### src/rtl/block_plot_ctrl_pkg.sv
// Shared constants and types for the block plotter: geometry defaults, coordinate widths, FSM states.
package block_plot_ctrl_pkg;

  localparam int unsigned BLK_SIZE = 4;
  localparam int unsigned MAX_LEN  = 8;
  localparam int unsigned X_W      = 8;
  localparam int unsigned Y_W      = 7;
  localparam int unsigned C_W      = 3;
  localparam int unsigned LEN_W    = 4;

  typedef enum logic [1:0] {
    StIdle,
    StPlot,
    StDone
  } state_e;

endpackage

### src/rtl/block_plot_ctrl_if.sv
// Requester handshake plus VGA pixel/status bundle; slave side is the plot controller.
interface block_plot_ctrl_if;
  import block_plot_ctrl_pkg::*;

  logic [1:0]       req_valid;
  logic [1:0]       req_ready;
  logic [X_W-1:0]   req_x0;
  logic [X_W-1:0]   req_x1;
  logic [Y_W-1:0]   req_y0;
  logic [Y_W-1:0]   req_y1;
  logic [LEN_W-1:0] req_len0;
  logic [LEN_W-1:0] req_len1;
  logic [C_W-1:0]   req_colour0;
  logic [C_W-1:0]   req_colour1;
  logic [X_W-1:0]   x_out;
  logic [Y_W-1:0]   y_out;
  logic [C_W-1:0]   colour_out;
  logic             plot;
  logic             busy;
  logic             done;
  logic             done_id;

  modport slave (
    input  req_valid, req_x0, req_x1, req_y0, req_y1, req_len0, req_len1,
           req_colour0, req_colour1,
    output req_ready, x_out, y_out, colour_out, plot, busy, done, done_id
  );

  modport master (
    output req_valid, req_x0, req_x1, req_y0, req_y1, req_len0, req_len1,
           req_colour0, req_colour1,
    input  req_ready, x_out, y_out, colour_out, plot, busy, done, done_id
  );

endinterface

### src/rtl/block_pixel_counter.sv
// Walks cx (fastest), then cy, then block index; flags the final pixel of a row of len blocks.
module block_pixel_counter
  import block_plot_ctrl_pkg::*;
#(
  parameter int unsigned BLK_SIZE = block_plot_ctrl_pkg::BLK_SIZE,
  localparam int unsigned CW = $clog2(BLK_SIZE)
) (
  input  logic             clk,
  input  logic             resetn,
  input  logic             clear,
  input  logic             enable,
  input  logic [LEN_W-1:0] len,
  output logic [CW-1:0]    cx,
  output logic [CW-1:0]    cy,
  output logic             last_pixel
);

  localparam logic [CW-1:0] CMAX = CW'(BLK_SIZE - 1);

  logic [CW-1:0]    cx_q;
  logic [CW-1:0]    cy_q;
  logic [LEN_W-1:0] blk_q;

  always_ff @(posedge clk) begin
    if (!resetn || clear) begin
      cx_q  <= '0;
      cy_q  <= '0;
      blk_q <= '0;
    end else if (enable) begin
      if (cx_q == CMAX) begin
        cx_q <= '0;
        if (cy_q == CMAX) begin
          cy_q  <= '0;
          blk_q <= blk_q + LEN_W'(1);
        end else begin
          cy_q <= cy_q + CW'(1);
        end
      end else begin
        cx_q <= cx_q + CW'(1);
      end
    end
  end

  assign cx         = cx_q;
  assign cy         = cy_q;
  assign last_pixel = (cx_q == CMAX) && (cy_q == CMAX) && (blk_q == len - LEN_W'(1));

endmodule

### src/rtl/block_plot_ctrl.sv
// Two-requester round-robin block-row plotter: emits one VGA pixel write per cycle, cx-first.
module block_plot_ctrl
  import block_plot_ctrl_pkg::*;
#(
  parameter int unsigned BLK_SIZE = block_plot_ctrl_pkg::BLK_SIZE,
  parameter int unsigned MAX_LEN  = block_plot_ctrl_pkg::MAX_LEN
) (
  input logic               clk,
  input logic               resetn,
  block_plot_ctrl_if.slave  bus
);

  localparam int unsigned   CW   = $clog2(BLK_SIZE);
  localparam logic [CW-1:0] CMAX = CW'(BLK_SIZE - 1);

  state_e           state_q;
  logic             prio_q;
  logic             id_q;
  logic [LEN_W-1:0] len_q;
  logic [Y_W-1:0]   y0_q;
  logic [X_W-1:0]   x_out_q;
  logic [Y_W-1:0]   y_out_q;
  logic [C_W-1:0]   colour_out_q;
  logic             plot_q;
  logic             busy_q;
  logic             done_q;
  logic             done_id_q;

  logic             gnt_any;
  logic             gnt_id;
  logic [X_W-1:0]   sel_x;
  logic [Y_W-1:0]   sel_y;
  logic [LEN_W-1:0] sel_len;
  logic [LEN_W-1:0] len_eff;
  logic [C_W-1:0]   sel_colour;
  logic [CW-1:0]    cx;
  logic [CW-1:0]    cy;
  logic             last_pixel;

  // The requester not served last is checked first.
  always_comb begin
    gnt_any = 1'b0;
    gnt_id  = prio_q;
    if (bus.req_valid[prio_q]) begin
      gnt_any = 1'b1;
    end else if (bus.req_valid[~prio_q]) begin
      gnt_any = 1'b1;
      gnt_id  = ~prio_q;
    end
  end

  assign bus.req_ready = (state_q == StIdle && gnt_any) ? (gnt_id ? 2'b10 : 2'b01) : 2'b00;

  assign sel_x      = gnt_id ? bus.req_x1 : bus.req_x0;
  assign sel_y      = gnt_id ? bus.req_y1 : bus.req_y0;
  assign sel_len    = gnt_id ? bus.req_len1 : bus.req_len0;
  assign sel_colour = gnt_id ? bus.req_colour1 : bus.req_colour0;
  assign len_eff    = (sel_len > LEN_W'(MAX_LEN)) ? LEN_W'(MAX_LEN) : sel_len;

  block_pixel_counter #(
    .BLK_SIZE (BLK_SIZE)
  ) u_counter (
    .clk        (clk),
    .resetn     (resetn),
    .clear      (state_q == StIdle),
    .enable     (state_q == StPlot && !last_pixel),
    .len        (len_q),
    .cx         (cx),
    .cy         (cy),
    .last_pixel (last_pixel)
  );

  always_ff @(posedge clk) begin
    if (!resetn) begin
      state_q      <= StIdle;
      prio_q       <= 1'b0;
      id_q         <= 1'b0;
      len_q        <= '0;
      y0_q         <= '0;
      x_out_q      <= '0;
      y_out_q      <= '0;
      colour_out_q <= '0;
      plot_q       <= 1'b0;
      busy_q       <= 1'b0;
      done_q       <= 1'b0;
      done_id_q    <= 1'b0;
    end else begin
      case (state_q)
        StIdle: begin
          if (gnt_any) begin
            prio_q <= ~gnt_id;
            id_q   <= gnt_id;
            len_q  <= len_eff;
            y0_q   <= sel_y;
            busy_q <= 1'b1;
            if (len_eff == '0) begin
              state_q   <= StDone;
              done_q    <= 1'b1;
              done_id_q <= gnt_id;
            end else begin
              // First pixel is presented on the handshake edge itself.
              state_q      <= StPlot;
              plot_q       <= 1'b1;
              x_out_q      <= sel_x;
              y_out_q      <= sel_y;
              colour_out_q <= sel_colour;
            end
          end
        end
        StPlot: begin
          if (last_pixel) begin
            state_q   <= StDone;
            plot_q    <= 1'b0;
            done_q    <= 1'b1;
            done_id_q <= id_q;
          end else if (cx == CMAX) begin
            if (cy == CMAX) begin
              // Next block starts one pixel right of this block's last column.
              x_out_q <= x_out_q + X_W'(1);
              y_out_q <= y0_q;
            end else begin
              x_out_q <= x_out_q - X_W'(BLK_SIZE - 1);
              y_out_q <= y_out_q + Y_W'(1);
            end
          end else begin
            x_out_q <= x_out_q + X_W'(1);
          end
        end
        StDone: begin
          state_q <= StIdle;
          done_q  <= 1'b0;
          busy_q  <= 1'b0;
        end
        default: state_q <= StIdle;
      endcase
    end
  end

  assign bus.x_out      = x_out_q;
  assign bus.y_out      = y_out_q;
  assign bus.colour_out = colour_out_q;
  assign bus.plot       = plot_q;
  assign bus.busy       = busy_q;
  assign bus.done       = done_q;
  assign bus.done_id    = done_id_q;

endmodule

### src/flat_wrapper.sv
// flat-port wrapper written by rule: the top's interface ports become plain ports
module block_plot_ctrl_flat import block_plot_ctrl_pkg::*;
#(
  parameter int unsigned BLK_SIZE = block_plot_ctrl_pkg::BLK_SIZE,
  parameter int unsigned MAX_LEN  = block_plot_ctrl_pkg::MAX_LEN
)
  (clk, resetn, bus_req_valid, bus_req_x0, bus_req_x1, bus_req_y0, bus_req_y1, bus_req_len0, bus_req_len1, bus_req_colour0, bus_req_colour1, bus_req_ready, bus_x_out, bus_y_out, bus_colour_out, bus_plot, bus_busy, bus_done, bus_done_id);
  block_plot_ctrl_if bus_i ();
  input logic clk;
  input logic resetn;
  input wire logic [$bits(bus_i.req_valid)-1:0] bus_req_valid;
  input wire logic [$bits(bus_i.req_x0)-1:0] bus_req_x0;
  input wire logic [$bits(bus_i.req_x1)-1:0] bus_req_x1;
  input wire logic [$bits(bus_i.req_y0)-1:0] bus_req_y0;
  input wire logic [$bits(bus_i.req_y1)-1:0] bus_req_y1;
  input wire logic [$bits(bus_i.req_len0)-1:0] bus_req_len0;
  input wire logic [$bits(bus_i.req_len1)-1:0] bus_req_len1;
  input wire logic [$bits(bus_i.req_colour0)-1:0] bus_req_colour0;
  input wire logic [$bits(bus_i.req_colour1)-1:0] bus_req_colour1;
  output wire logic [$bits(bus_i.req_ready)-1:0] bus_req_ready;
  output wire logic [$bits(bus_i.x_out)-1:0] bus_x_out;
  output wire logic [$bits(bus_i.y_out)-1:0] bus_y_out;
  output wire logic [$bits(bus_i.colour_out)-1:0] bus_colour_out;
  output wire logic [$bits(bus_i.plot)-1:0] bus_plot;
  output wire logic [$bits(bus_i.busy)-1:0] bus_busy;
  output wire logic [$bits(bus_i.done)-1:0] bus_done;
  output wire logic [$bits(bus_i.done_id)-1:0] bus_done_id;
  assign bus_i.req_valid = bus_req_valid;
  assign bus_i.req_x0 = bus_req_x0;
  assign bus_i.req_x1 = bus_req_x1;
  assign bus_i.req_y0 = bus_req_y0;
  assign bus_i.req_y1 = bus_req_y1;
  assign bus_i.req_len0 = bus_req_len0;
  assign bus_i.req_len1 = bus_req_len1;
  assign bus_i.req_colour0 = bus_req_colour0;
  assign bus_i.req_colour1 = bus_req_colour1;
  assign bus_req_ready = bus_i.req_ready;
  assign bus_x_out = bus_i.x_out;
  assign bus_y_out = bus_i.y_out;
  assign bus_colour_out = bus_i.colour_out;
  assign bus_plot = bus_i.plot;
  assign bus_busy = bus_i.busy;
  assign bus_done = bus_i.done;
  assign bus_done_id = bus_i.done_id;
  block_plot_ctrl #(.BLK_SIZE(BLK_SIZE), .MAX_LEN(MAX_LEN)) u_core (.clk(clk), .resetn(resetn), .bus(bus_i));
endmodule
### config.mk
export PLATFORM = sky130hd
export DESIGN_NAME = block_plot_ctrl_flat
export DESIGN_NICKNAME = d
export VERILOG_FILES = /design/src/rtl/block_plot_ctrl_pkg.sv /design/src/rtl/block_plot_ctrl_if.sv /design/src/rtl/block_pixel_counter.sv /design/src/rtl/block_plot_ctrl.sv /design/src/flat_wrapper.sv
export SDC_FILE = /design/constraint.sdc
export NUM_CORES = 1
export LEC_CHECK = 0
export CORE_ASPECT_RATIO = 1.2
export CORE_MARGIN = 3
export CORE_UTILIZATION = 40
export CTS_CLUSTER_DIAMETER = 40
export DETAILED_ROUTE_END_ITERATION = 6
export HOLD_SLACK_MARGIN = 0.15
export PLACE_DENSITY_LB_ADDON = 0.05
export SLEW_MARGIN = 20
export SYNTH_ARGS = -nofsm -noshare
export SYNTH_HDL_FRONTEND = slang
export SYNTH_SLANG_ARGS = --single-unit
### constraint.sdc
create_clock -name clk -period 2.73 [get_ports clk]
set_clock_uncertainty 0.15 [all_clocks]
set_input_delay 0.546 -clock clk [delete_from_list [all_inputs] [get_ports clk]]
set_output_delay 0.546 -clock clk [all_outputs]
set_load 0.02 [all_outputs]
==> impl_metrics.py <==
metrics = {
    "run_status": {
        "status": "completed",
    },
    "pwr": {
        "powerDensity_nw_per_um2": 579,
        "peakVddDrop_mv": 0.290,
        "p_leak_nw": 1.43,
    },
    "synth": {
        "synthMuxAreaShare": 0.0849,
        "ys_async_sr_fraction": 0,
        "syn_area_um2": 2620,
        "synth_nets": 394,
        "synth_xor_area_frac": 0.0534,
        "synth_cells": 340,
        "synth-compound-area-share": 0.209,
        "synth_top_family_by_area": "simple AND/OR/NAND/NOR gates",
        "ys_ff_latch": 45,
        "ys.flop_type": "dfxtp_1",
        "seq_area_frac_synth": 0.343,
        "yosysUniqueCellTypes": 45,
        "synth-simple-area-share": 0.239,
        "synth_fa_ha_area_frac": 0.0286,
        "ys_warn_count": 0,
        "synth_edf_count": 0,
        "synth_area_per_cell_um2": 7.72,
    },
    "final_layout": {
        "final_cell_mix": "69 x clkdlybuf4s50_1, 61 x nand2_1, 48 x nor2_1, 45 x dfxtp_1, 27 x a21oi_1",
        "area_growth_pct": 40.0,
        "final_nets": 474,
        "drive_above_1_share": 0.100,
        "fin_util": 0.592,
        "n_antenna_cell": 0,
        "fin_area_um2": 3670,
        "final_common_cell": "clkdlybuf4s50_1",
    },
    "detailed_routing": {
        "routed_via_density": 5.23,
        "drtIter0Drc": 129,
        "postRouteAntennaNets": 0,
        "wl_per_cell_um": 14.5,
        "drtPass1Iterations": 4,
        "wirelength_um": 7270,
        "vias": 2624,
        "drc": 0,
    },
    "floorplanning": {
        "num_rows": 31,
        "initial_core_util": 0.423,
        "die_y_um": 94.7,
        "die_w_um": 79.9,
        "dieArea_um2": 7570,
        "core_area_um2": 6210,
        "ios": 72,
    },
    "cts": {
        "cts.sinks": 45,
        "cts_hold_buffers": 0,
        "clk_latency_ps": 290,
        "clkTransAtPathRegs_ps": 80,
        "cts_buffer_depth": 2,
        "cts_buffers": 5,
        "cts_tree": "built",
        "clockRootBuffer": "clkbuf_8",
        "htree_levels": 2,
    },
    "timing": {
        "tightest_slew_ps": 806,
        "setup_viol_count_final": 0,
        "maxSlewHeadroom": 0.462,
        "drv_slew": 0,
        "rsz0062_at_grt": "false",
        "fin_crit_ps": 2640,
        "worst_slack_ps": 85.9,
        "whs_ps": 316,
        "clock.fmax_mhz": 378,
        "period_share": 0.969,
        "hold_viol": 0,
        "fin_setup_tns_ps": 0,
    },
    "global_routing": {
        "grt_pass1_vias": 2588,
        "antenna_found_initial": 0,
        "gr-total-overflow": 0,
        "track_usage": 0.197,
        "grt_pass1_wl_um": 12000,
        "grt_max_degree": 24,
    },
    "place": {
        "hpwlAfterDp_um": 5400,
        "gp_congestion": 0.780,
        "preCtsSetupSlack_ps": -187,
        "place_area_um2": 3530,
        "io_buffers": 71,
    },
    "worst_setup_path": {
        "worstPathArrival_ps": 1950,
        "start_kind": "input pin",
        "cp_max_fo": 3,
        "critPathRequiredTime_ps": 2030,
        "crit_type": "in -> out",
        "worstSetupEndpointType": "output pin",
    },
    "hold_path": {
        "hold_path_class": "reg -> reg",
    },
    "run": {
        "cap_violations": 0,
    },
}
[layout make-up]
cell class | count | area, um^2
Clock buffer | 7 | 86.3
Tap cell | 82 | 103
Fill cell | 607 | 2530
Inverter | 6 | 22.5
Timing Repair Buffer | 94 | 918
Sequential cell | 45 | 901
Multi-Input combinational cell | 268 | 1640
[timing repair]
| action | 4_1_cts | 5_1_grt |
|---|---|---|
| pin swaps | 0 | 1 |
| resized for setup | 2 | 5 |
| buffers inserted | 0 | 2 |
| setup endpoints to repair | 2 | 3 |
[report_power, final]
group	leakage, nW	total (mW)	switching (mW)	internal (mW)
registers	0.370	0.835	0.0913	0.744
clock network	0.0443	0.416	0.215	0.201
logic	1.02	0.875	0.444	0.430
[stage by stage]
stage	power, mW	cells
floorplan	1.34	340
global placement	1.70	493
detailed placement	1.71	493
CTS	2.13	500
global route	2.26	502
finish	2.13	502
[logic make-up (layout without fill, tap and decap cells)]
| family | after synthesis | in the layout |
|---|---|---|
| AO/OA/AOI/OAI | 76 | 76 |
| buffers and inverters | 27 | 107 |
| XOR/XNOR | 16 | 16 |
| flip-flops | 45 | 45 |
| adder cells (fa/ha/maj) | 6 | 6 |
| AND/OR/NAND/NOR | 148 | 148 |
| multiplexers | 22 | 22 |
[Yosys cell counts, drive strengths merged (3+ instances only)]
cell	number	share of area
a21oi	28	0.058
mux2i	20	0.076
nor3	12	0.023
xnor2	12	0.040
a211oi	7	0.020
xor2	4	0.013
buf	6	0.011
nand4	4	0.0095
nor2	48	0.069
nand2	61	0.087
o211ai	4	0.011
inv	6	0.0086
a311oi	4	0.013
nor2b	3	0.0072
o21ai	11	0.021
clkbuf	15	0.021
nand3	11	0.021
o22ai	4	0.015
o32ai	4	0.013
dfxtp	45	0.34
ha	6	0.029
[layer usage]
layer | wire length [um] | track usage
met1 | 3170 | 0.234
met2 | 3720 | 0.359
met3 | 319 | 0.0429
met4 | 63 | 0.0451
met5 | 0 | 0
[state kept, by name (all words and copies together), names as in the netlist, 3 cells and up]
name and count:
u_core.bus.colour_out 3, u_core.u_counter.blk_q 4, u_core.y0_q 7, u_core.len_q 4, u_core.bus.x_out 8, u_core.bus.y_out 7
[final timing paths]
| path | from | endpoint | slack [ps] | cells after the start |
|---|---|---|---|---|
| max reg2reg | u_core.len_q[0] | u_core.u_counter.blk_q[3] | 420 | 8 |
| max | bus_req_valid[0] | bus_req_ready[1] | 90 | 5 |
| min reg2reg | u_core.u_counter.cy[1] | u_core.u_counter.cy[1] | 320 | 2 |
| min | u_core.u_counter.cy[1] | u_core.u_counter.cy[1] | 320 | 2 |
[critical path: stages]
cell and delay (ps):
clkdlybuf4s50_1 500, nor2_1 60, or3_1 340, nor2_1 150, dlygate4sd2_1 350
(Power assumes the default switching activity.)
